===== config.mk =====
export PLATFORM = sky130hd
export DESIGN_NAME = aes_rotate_pipe
export DESIGN_NICKNAME = d
export VERILOG_FILES = /design/src/rtl/aes_rotate_pipe.sv
export SDC_FILE = /design/constraint.sdc
export NUM_CORES = 1
export LEC_CHECK = 0
export ABC_CLOCK_PERIOD_IN_PS = 7700
export CORE_MARGIN = 8
export CORE_UTILIZATION = 50
export CTS_CLUSTER_DIAMETER = 30
export DETAILED_ROUTE_END_ITERATION = 8
export PLACE_DENSITY_LB_ADDON = 0.15
export SETUP_SLACK_MARGIN = 0.02
export SLEW_MARGIN = 20
export SYNTH_ARGS = -nofsm -noshare
export SYNTH_HDL_FRONTEND = slang
export SYNTH_SLANG_ARGS = --single-unit

===== constraint.sdc =====
create_clock -name clk -period 7.7 [get_ports clk]
set_input_delay 1.54 -clock clk [delete_from_list [all_inputs] [get_ports clk]]
set_output_delay 1.54 -clock clk [all_outputs]
set_load 0.02 [all_outputs]

===== src/rtl/aes_rotate_pipe.sv =====
// Elastic multi-lane byte-rotate pipeline with a wrapping round tag.
// Rotation happens ahead of stage 1; later stages only carry data, tag and valid.
module aes_rotate_pipe #(
  parameter int unsigned WORD_W = 32,
  parameter int unsigned LANES  = 4,
  parameter int unsigned DEPTH  = 2,
  parameter int unsigned ROUNDS = 10,
  localparam int unsigned ROT_W = (WORD_W > 8) ? $clog2(WORD_W / 8) : 1
) (
  input  logic                      clk,
  input  logic                      reset,
  input  logic                      in_valid,
  output logic                      in_ready,
  input  logic [LANES*WORD_W-1:0]   in_words,
  input  logic [ROT_W-1:0]          in_rot,
  input  logic                      in_dir,
  input  logic [LANES-1:0]          in_disable,
  input  logic                      in_restart,
  output logic                      out_valid,
  input  logic                      out_ready,
  output logic [LANES*WORD_W-1:0]   out_words,
  output logic [3:0]                out_round
);

  localparam int unsigned NB    = WORD_W / 8;
  localparam int unsigned DW    = LANES * WORD_W;
  localparam int unsigned TAG_W = $clog2(ROUNDS);

  logic [DW-1:0]    rot_c;
  logic [DEPTH-1:0] load_c;
  logic             accept_c;

  logic [DEPTH-1:0] valid_q, valid_d;
  logic [DW-1:0]    data_q [DEPTH];
  logic [DW-1:0]    data_d [DEPTH];
  logic [TAG_W-1:0] tag_q  [DEPTH];
  logic [TAG_W-1:0] tag_d  [DEPTH];
  logic [TAG_W-1:0] cnt_q, cnt_d;
  logic             rdy_q, rdy_d;

  // Output byte j of a rotated lane takes input byte (j - k) for left, (j + k) for right.
  always_comb begin
    int unsigned k;
    int unsigned src;
    rot_c = in_words;
    k     = 32'(in_rot);
    src   = 0;
    for (int unsigned l = 0; l < LANES; l++) begin
      if (!in_disable[l]) begin
        for (int unsigned j = 0; j < NB; j++) begin
          src = in_dir ? ((j + k) % NB) : ((j + NB - k) % NB);
          rot_c[l*WORD_W + j*8 +: 8] = in_words[l*WORD_W + src*8 +: 8];
        end
      end
    end
  end

  // Stall chain: a stage loads when empty or when the stage after it loads.
  always_comb begin
    logic ld_next;
    load_c  = '0;
    ld_next = out_ready;
    for (int s = DEPTH - 1; s >= 0; s--) begin
      ld_next   = ~valid_q[s] | ld_next;
      load_c[s] = ld_next;
    end
  end

  assign in_ready = load_c[0] & rdy_q;
  assign accept_c = in_valid & in_ready;

  always_comb begin
    valid_d = valid_q;
    cnt_d   = cnt_q;
    rdy_d   = 1'b1;
    for (int s = 0; s < DEPTH; s++) begin
      data_d[s] = data_q[s];
      tag_d[s]  = tag_q[s];
    end
    if (load_c[0]) begin
      valid_d[0] = accept_c;
      data_d[0]  = rot_c;
      tag_d[0]   = in_restart ? '0 : cnt_q;
    end
    for (int s = 1; s < DEPTH; s++) begin
      if (load_c[s]) begin
        valid_d[s] = valid_q[s-1];
        data_d[s]  = data_q[s-1];
        tag_d[s]   = tag_q[s-1];
      end
    end
    if (accept_c) begin
      if (in_restart)
        cnt_d = TAG_W'(1);
      else if (cnt_q == TAG_W'(ROUNDS - 1))
        cnt_d = '0;
      else
        cnt_d = cnt_q + TAG_W'(1);
    end
  end

  // rdy_q keeps in_ready low until the first edge after reset release.
  always_ff @(posedge clk or posedge reset) begin
    if (reset) begin
      valid_q <= '0;
      cnt_q   <= '0;
      rdy_q   <= 1'b0;
    end else begin
      valid_q <= valid_d;
      cnt_q   <= cnt_d;
      rdy_q   <= rdy_d;
    end
  end

  always_ff @(posedge clk) begin
    for (int s = 0; s < DEPTH; s++) begin
      data_q[s] <= data_d[s];
      tag_q[s]  <= tag_d[s];
    end
  end

  assign out_valid = valid_q[DEPTH-1];
  assign out_words = data_q[DEPTH-1];
  assign out_round = 4'(tag_q[DEPTH-1]);

endmodule


After elaboration in Yosys (flattened, before gate mapping)
Memory sizes are Yosys's and may differ from the RTL's.
Index checks and enable logic that the tools add are counted.
{"block": "word_totals", "register_bits": 7, "latch_bits": 0, "ramBits": 264, "mem_bits_ro": 0, "inputBits": 140, "output_inout_bits": 134, "word_cells": 64, "n_memories": 2}
{"memory": "data_q", "words": 2, "width": 128, "rd": 2, "rd_clocked_by_memory_dff": 0, "write_ports": 2, "line": "34", "text": "logic [DW-1:0] data_q [DEPTH];"}
{"memory": "tag_q", "words": 2, "width": 4, "rd": 2, "rd_clocked_by_memory_dff": 0, "write_ports": 2, "line": "36", "text": "logic [TAG_W-1:0] tag_q [DEPTH];"}
{"block": "op_classes", "addsub": 20, "multipliers": 0, "n_div": 0, "magnitude_cmp": 0, "eq_ne": 1, "shift": 16, "muxes": 15, "bitwise_logic": 6, "reduce_logical": 0}
{"op": "variable part select 128 x 33 -> 8 bit", "count": 9}
{"op": "variable part select 128 x 9 -> 8 bit", "count": 7}
{"op": "two-way mux 128 bit", "count": 2}
{"op": "adder 6 x 32 -> 32 bit, first input constant", "count": 4}
{"op": "two-way mux 32 bit", "count": 4}
{"op": "adder 7 x 5 -> 8 bit, first input constant", "count": 7}
{"op": "adder 7 x 32 -> 32 bit, first input constant", "count": 1}
{"op": "two-way mux 4 bit", "count": 5}
{"op": "two-way mux 2 bit", "count": 4}
{"op": "adder 2 bit, first input constant", "count": 2}
{"op": "adder 4 x 1 -> 4 bit, second input constant", "count": 1}
{"op": "== test 4 bit, second input constant", "count": 1}
{"op": "subtractor 1 x 2 -> 2 bit, first input constant", "count": 2}
{"op": "subtractor 2 bit, first input constant", "count": 2}
{"op": "adder 1 x 2 -> 2 bit, first input constant", "count": 1}
{"op": "AND 1 bit", "count": 2}
{"op": "inverter 1 bit", "count": 2}
{"op": "OR 1 bit", "count": 2}

Logic depth before layout (Yosys ltp)
Gate-level depths: netlist of the first run.
{"block": "logic_depth", "depth_word": 6, "ltp_mapped": 6}

Least setup slack after synthesis of the first run
No wires, ideal clock.
{"block": "synth_timing", "path_type": "input port to output port", "start": "in out_ready", "end": "out in_ready", "t_arrival_ps": 5943, "path_slack_ps": 217, "cell_stages": 2, "path_buffers": 0, "path_cell_list": "nand3b_1 and2_1"}
{"block": "synth_via", "elab_chain_len": 3}
{"element": "from (decl)", "line": "20", "text": "input logic out_ready,"}
{"element": "OR 1 bit (2 in a row)", "line": "64", "text": "ld_next = ~valid_q[s] | ld_next;"}
{"element": "AND 1 bit", "line": "69", "text": "assign in_ready = load_c[0] & rdy_q;"}
{"element": "to (decl)", "line": "13", "text": "output logic in_ready,"}
No other way between the ends.

Worst setup path in the final report of the first run
{"block": "layout_timing", "start": "in out_ready", "end": "out in_ready"}
{"block": "layout_via", "elab_chain_len": 3}
{"element": "OR 1 bit (2 in a row)", "line": "64"}
{"element": "via load_c[0]", "line": "30", "text": "logic [DEPTH-1:0] load_c;"}
{"element": "AND 1 bit", "line": "69"}
The timed path passes the listed nets, and every way through them passes these cells.

==> impl_metrics.yaml, run 1 <==
outcome:
  status: "complete, no violations"
timing:
  finClkSkew_ns: 0.0151
  slew_viol_final: 0
  maxSlewHeadroom_pct: 33.2
  min_period_ns: 4.44
  rsz0062_at_grt: "no"
  fin_tns_setup_ns: 0
  fmax_mhz: 225
  setup_viol: 0
  fin_ws_ns: 3.26
  tightest_slew_ns: 1.00
  hold_ws_ns: 0.405
  layout_worst_path_cycle_share_pct: 57.7
  hold_viol_final: 0
synthesis:
  synth_cells: 1007
  yosys_warnings: 0
  synth_top_family_by_area: "multiplexers"
  synth-xor-area-share_pct: 0.252
  ys_seq_elements: 271
  synthFlopType: "edfxtp_1"
  synth_mux_area_share_pct: 20.3
  post_synth.cell_area_avg_um2: 13.3
  synth_top_cells_by_area: "edfxtp_1 59%, mux2_2 11%, mux2i_1 9.6%"
  synth-edff-count: 264
  seq_area_frac_synth_pct: 60.5
  synth_fa_ha_area_share_pct: 0.187
  synth.most_common_cell: "edfxtp_1"
  synthDominantCellAreaShare_pct: 59.2
  yosys.area_share.simple_pct: 4.61
  yosysUniqueCellTypes: 25
  synth_commonest_cells: "264 x edfxtp_1, 133 x nand2_1, 132 x buf_4"
  synth.net_count: 1149
  syn_area_um2: 13400
  yosysTopAreaCell: "edfxtp_1"
  ys_async_sr_fraction_pct: 2.58
  synth_compound_area_share_pct: 4.94
min_path:
  worstHoldPathCells: 0
  holdCritPathClass: "reg -> reg"
  min_to: "data_q[0][192]"
  min_from: "data_q[0][64]"
cells_and_area:
  layout.nets: 1304
  area.growth.synth_to_final_pct: 30.9
  drive_gt1_share_pct: 20.1
  fillers: 1968
  stdcell_count: 1555
floorplanning:
  fp-row-count: 60
  initial_core_util_pct: 50.2
  io_pins: 274
  die_h_um: 180
  die_w_um: 180
  core-area_um2: 26700
  die-area_um2: 32300
power_and_ir_drop:
  ir_worst_vdd_v: 0.000197
  powerDensity_nw_per_um2: 304
  power.leakage_uw: 0.00682
  power_uw: 5330
detailed_routing:
  wl_per_cell_um: 19.1
  wirelength_um: 29600
  drt_iter0_markers: 513
  viasPerCell: 5.17
  drtAntennaViolNets: 0
  drc: 0
  num_vias: 8043
  drt_pass1_iterations: 5
clock_tree:
  clkLatencyLatePin_ns: 0.56
  clk_pin_slew_worst_paths_ns: 0.05
  postCtsSetupRepairBufs: 0
  cts_sinks: 271
  numCtsBuffers: 59
  post_cts_resized: 0
  cts_tree: "built"
  clockBufferDepth: 3
  htreeDepth: 2
  cts-root-buf: "clkbuf_16"
  cts_hold_buffers: 0
placed_design:
  post-dp-hpwl_um: 18900
  numPlacedInstances: 1442
  gpl.final_weighted_congestion: 0.772
  portBuffers: 273
  pre_cts_ws_ns: 3.26
worst_setup_path:
  slowest_stage: "clkdlybuf4s50_1"
  crit_path_frequent_cell: "clkdlybuf4s50_1"
  cp_cell_sequence: "clkdlybuf4s50_1 -> nand3b_1 -> and2_1 -> clkdlybuf4s50_1"
  worst-r2r-setup-slack_ns: 5.15
  cpPeakStageDelay_ns: 0.61
  path_max_fanout: 2
  regToRegStartpoint: "valid_q[1]"
  cp.arrival_ns: 2.90
  cp_num_buf_inv: 2
  r2r_cells: 3
  r2r_end: "data_q[0][94]"
  cp-end-kind: "output port"
  critical_path_class: "in -> out"
  critPathLaunchType: "input port"
  crit_required_ns: 6.16
  cp_top_family: "buffers and inverters"
grt:
  first_global_vias: 8381
  grt_pass1_wl_um: 46600
  overflow: 0
  antenna_found_initial: 6
  grt_max_degree: 75
  track_usage_pct: 18.0
run:
  maxCapViolCount: 0
==> logic make-up (layout without fill, tap and decap cells) <==
kind of cell               count (synthesis)  count (layout)
muxes                                    256             256
DFF                                      271             271
and+or+nand+nor                          154             154
buffers and inverters                    188             392
other                                      1               4
adders and majority gates                  2               2
xor gates and xnor gates                   3               3
AOI/OAI and AO/OA                        132             132
==> through the flow <==
step / cell area, um^2 / util, %
after floorplan: 13400 / -
after global placement: 15400 / 57.8
final: 17500 / 65.7
after CTS: 17500 / 65.7
after global routing: 17500 / 65.7
after detailed placement: 15400 / 57.8
==> worst max path at each step <==
stage / start / slack, ns / depth (start not counted) / end
2_1_floorplan: out_ready / 0.22 / 2 / in_ready
3_3_place_gp: out_ready / 3.26 / 4 / in_ready
3_5_place_dp: out_ready / 3.26 / 4 / in_ready
4_1_cts: out_ready / 3.25 / 4 / in_ready
5_1_grt: out_ready / 3.20 / 4 / in_ready
6_report: out_ready / 3.26 / 4 / in_ready
==> routing by layer <==
layer | routed length, um | global-route usage, % | share of wire (%)
met2 | 14000 | 28.8 | 47
met1 | 12400 | 21.9 | 42
met3 | 2500 | 6.81 | 8.4
met5 | 35 | 0 | 0.12
met4 | 702 | 6.97 | 2.4
==> report_power, final <==
group / leakage [uW] / switching, uW / total [uW] / internal [uW]
registers: 0.00289 / 67.3 / 1950 / 1880
clock network: 0.00101 / 835 / 2610 / 1770
logic: 0.00292 / 403 / 771 / 369
==> layout by cell type, fill, tap and decap left out, types with 2 or more instances in the layout <==
cell type,Yosys,layout
inv_8,0,4
diode_2,0,3
inv_6,0,10
xor2_4,0,2
clkbuf_1,36,4
ha_1,2,2
clkbuf_16,0,60
inv_1,2,2
bufinv_16,0,10
nor2b_1,3,3
clkdlybuf4s50_1,0,268
o21ai_1,5,5
clkinv_2,0,4
dfrtp_1,7,7
clkinvlp_4,0,5
mux2_2,128,128
mux2i_1,128,128
buf_2,13,4
nand2_1,133,133
nand2b_1,4,3
nand3_1,5,5
o21ai_0,127,127
clkinv_4,0,6
clkinv_1,0,6
edfxtp_1,264,264
buf_4,132,7
nor2_1,5,5
==> registers in the layout (all words and copies together) (netlist names) <==
register / cells
data_q: 256
tag_q: 8
cnt_q: 4
valid_q: 2
rdy_q: 1
==> worst register-to-register path: cells and delay by family (launching register included) <==
kind / cells / cell delay [ns]
buffers and inverters: 2 / 1.53
DFF: 1 / 0.41
and+or+nand+nor: 1 / 0.12
==> layout make-up <==
| cell class | count | area [um^2] | share of cell area (%) |
|---|---|---|---|
| clock buffer | 64 | 1520 | 8.66 |
| sequential | 271 | 8100 | 46.3 |
| tap | 341 | 427 | 2.44 |
| clock inverter | 46 | 582 | 3.32 |
| antenna | 3 | 7.51 | 0.0429 |
| inverter | 2 | 7.51 | 0.0429 |
| multi-input combinational | 548 | 4110 | 23.5 |
| timing repair buffer | 280 | 2770 | 15.8 |
No activity file was read; power rests on OpenSTA's default activity.
==> inputs of run 2 (changes only) <==
--- a/config.mk
+++ b/config.mk
@@ -5,7 +5,7 @@
 export SDC_FILE = /design/constraint.sdc
 export NUM_CORES = 1
 export LEC_CHECK = 0
-export ABC_CLOCK_PERIOD_IN_PS = 7700
+export ABC_CLOCK_PERIOD_IN_PS = 4600
 export CORE_MARGIN = 8
 export CORE_UTILIZATION = 50
 export CTS_CLUSTER_DIAMETER = 30
==> constraint.sdc (replaced) <==
create_clock -name clk -period 4.6 [get_ports clk]
set_input_delay 0.92 -clock clk [delete_from_list [all_inputs] [get_ports clk]]
set_output_delay 0.92 -clock clk [all_outputs]
set_load 0.02 [all_outputs]
==> impl_metrics.yaml, run 2 (same netlist as run 1, synthesis figures left out) <==
outcome:
  status: "complete, no violations"
timing:
  fin_ws_ns: 1.33
  min_period_ns: 3.27
  slew_viol_final: 0
  hold_viol_final: 0
  rsz0062_at_grt: "no"
  fmax_mhz: 306
  maxSlewHeadroom_pct: 38.3
  layout_worst_path_cycle_share_pct: 71.1
  tightest_slew_ns: 0.925
  finClkSkew_ns: 0.0130
  setup_viol: 0
  hold_ws_ns: 0.406
floorplanning:
  fp-row-count: 60
  die_w_um: 180
  io_pins: 274
  core-area_um2: 26700
  initial_core_util_pct: 50.2
  die_h_um: 180
  die-area_um2: 32300
cells_and_area:
  largest_reg_flops: 256
  largest-register: "data_q"
  drive_gt1_share_pct: 19.5
  area.growth.synth_to_final_pct: 29.7
  final_cell_mix: "268 x clkdlybuf4s50_1, 264 x edfxtp_1, 133 x nand2_1"
  largestRegisters: "data_q: 256 flops, tag_q: 8 flops, cnt_q: 4 flops"
  utilization_pct: 65.2
  layout.nets: 1306
  layout_commonest_cell: "clkdlybuf4s50_1"
grt:
  track_usage_pct: 18.0
  overflow: 0
  grt.busiest_layer: "met2"
  grt_max_degree: 135
  grtUsageMet2_pct: 29.1
  antenna_found_initial: 6
  first_global_vias: 8352
  met1_usage_pct: 21.7
  grt_pass1_wl_um: 46200
  met3_usage_pct: 6.21
worst_setup_path:
  crit_required_ns: 3.68
  critPathLaunchType: "input port"
  path_max_fanout: 2
  startpoint: "out_ready"
  cpPeakStageDelay_ns: 0.61
  regToRegStartpoint: "valid_q[1]"
  critical_path_class: "in -> out"
  slowest_stage: "clkdlybuf4s50_1"
  cp-end-kind: "output port"
  cp.arrival_ns: 2.35
  crit_path_frequent_cell: "clkdlybuf4s50_1"
  cp_cell_sequence: "clkdlybuf4s50_1 -> nand3b_1 -> and2_1 -> clkdlybuf4s50_1"
detailed_routing:
  wirelength_um: 29600
  drtAntennaViolNets: 0
  drt_pass1_iterations: 4
  num_vias: 8025
  drt_iter0_markers: 510
  viasPerCell: 5.17
  wl_per_cell_um: 19.0
  drc: 0
clock_tree:
  clkLatencyLatePin_ns: 0.55
  post_cts_resized: 0
  cts_tree: "built"
  numCtsBuffers: 57
  clk_pin_slew_worst_paths_ns: 0.05
  htreeDepth: 2
  cts-root-buf: "clkbuf_16"
  clockBufferDepth: 3
  postCtsSetupRepairBufs: 0
  cts_sinks: 271
  cts_hold_buffers: 0
placed_design:
  post-dp-hpwl_um: 19500
  portBuffers: 273
  pre_cts_ws_ns: 1.33
  gpl.final_weighted_congestion: 0.805
power_and_ir_drop:
  clock_power_share_pct: 46.4
  powerDensity_nw_per_um2: 489
  switching_share_pct: 24.0
  p_switching_uw: 2040
  combPwrFrac_pct: 15.3
  intPower_uw: 6460
  seqPwrFrac_pct: 38.3
  power.leakage_uw: 0.00675
  ir_worst_vdd_v: 0.000341
min_path:
  min_from: "data_q[0][36]"
  holdCritPathClass: "reg -> reg"
run:
  maxCapViolCount: 0
## run 2: cell type report
type / instances / area [um^2]
inverter: 2 / 7.51
antenna: 4 / 10.0
sequential: 271 / 8100
tap: 341 / 427
multi-input combinational: 548 / 4110
clock buffer: 64 / 1450
fill: 1991 / 9290
clock inverter: 39 / 425
timing repair buffer: 284 / 2830
## run 2: worst max-delay path: cells and delay by family
family	cells	cell delay [ns]
buffers and inverters	2	1.08
AND/OR/NAND/NOR	2	0.35
## run 2: power groups by stage
stage	logic, uW	registers [uW]	clock network (uW)
4_1_cts	1320	3260	4020
2_1_floorplan	918	3270	0
3_5_place_dp	1310	3300	0
3_3_place_gp	1300	3290	0
5_1_grt	1390	3290	4130
6_report	1300	3250	3940
## run 2: final timing paths
path / cells past startpoint / slack (ns) / endpoint
min in group asynchronous: 2 / 0.62 / valid_q[0]
min: 0 / 0.41 / data_q[0][164]
max reg2reg: 5 / 2.43 / cnt_q[3]
min reg2reg: 0 / 0.41 / data_q[0][164]
max: 4 / 1.33 / in_ready
max in group asynchronous: 2 / 3.77 / cnt_q[0]
## run 2: metal layers
metal	wire length, um	up-vias
met1	12500	3797
met3	2300	68
li1	-	3886
met4	869	6
met5	32	-
met2	13900	268
## run 2: metrics by stage
stage          cell area (um^2)  std cells  total power, uW  setup TNS [ns]
2_1_floorplan             13400       1007             4180         -116.08
3_3_place_gp              15500       1446             4580               0
3_5_place_dp              15500       1446             4600               0
4_1_cts                   17400       1549             8600               0
5_1_grt                   17400       1552             8810               0
6_report                  17400       1553             8500               0
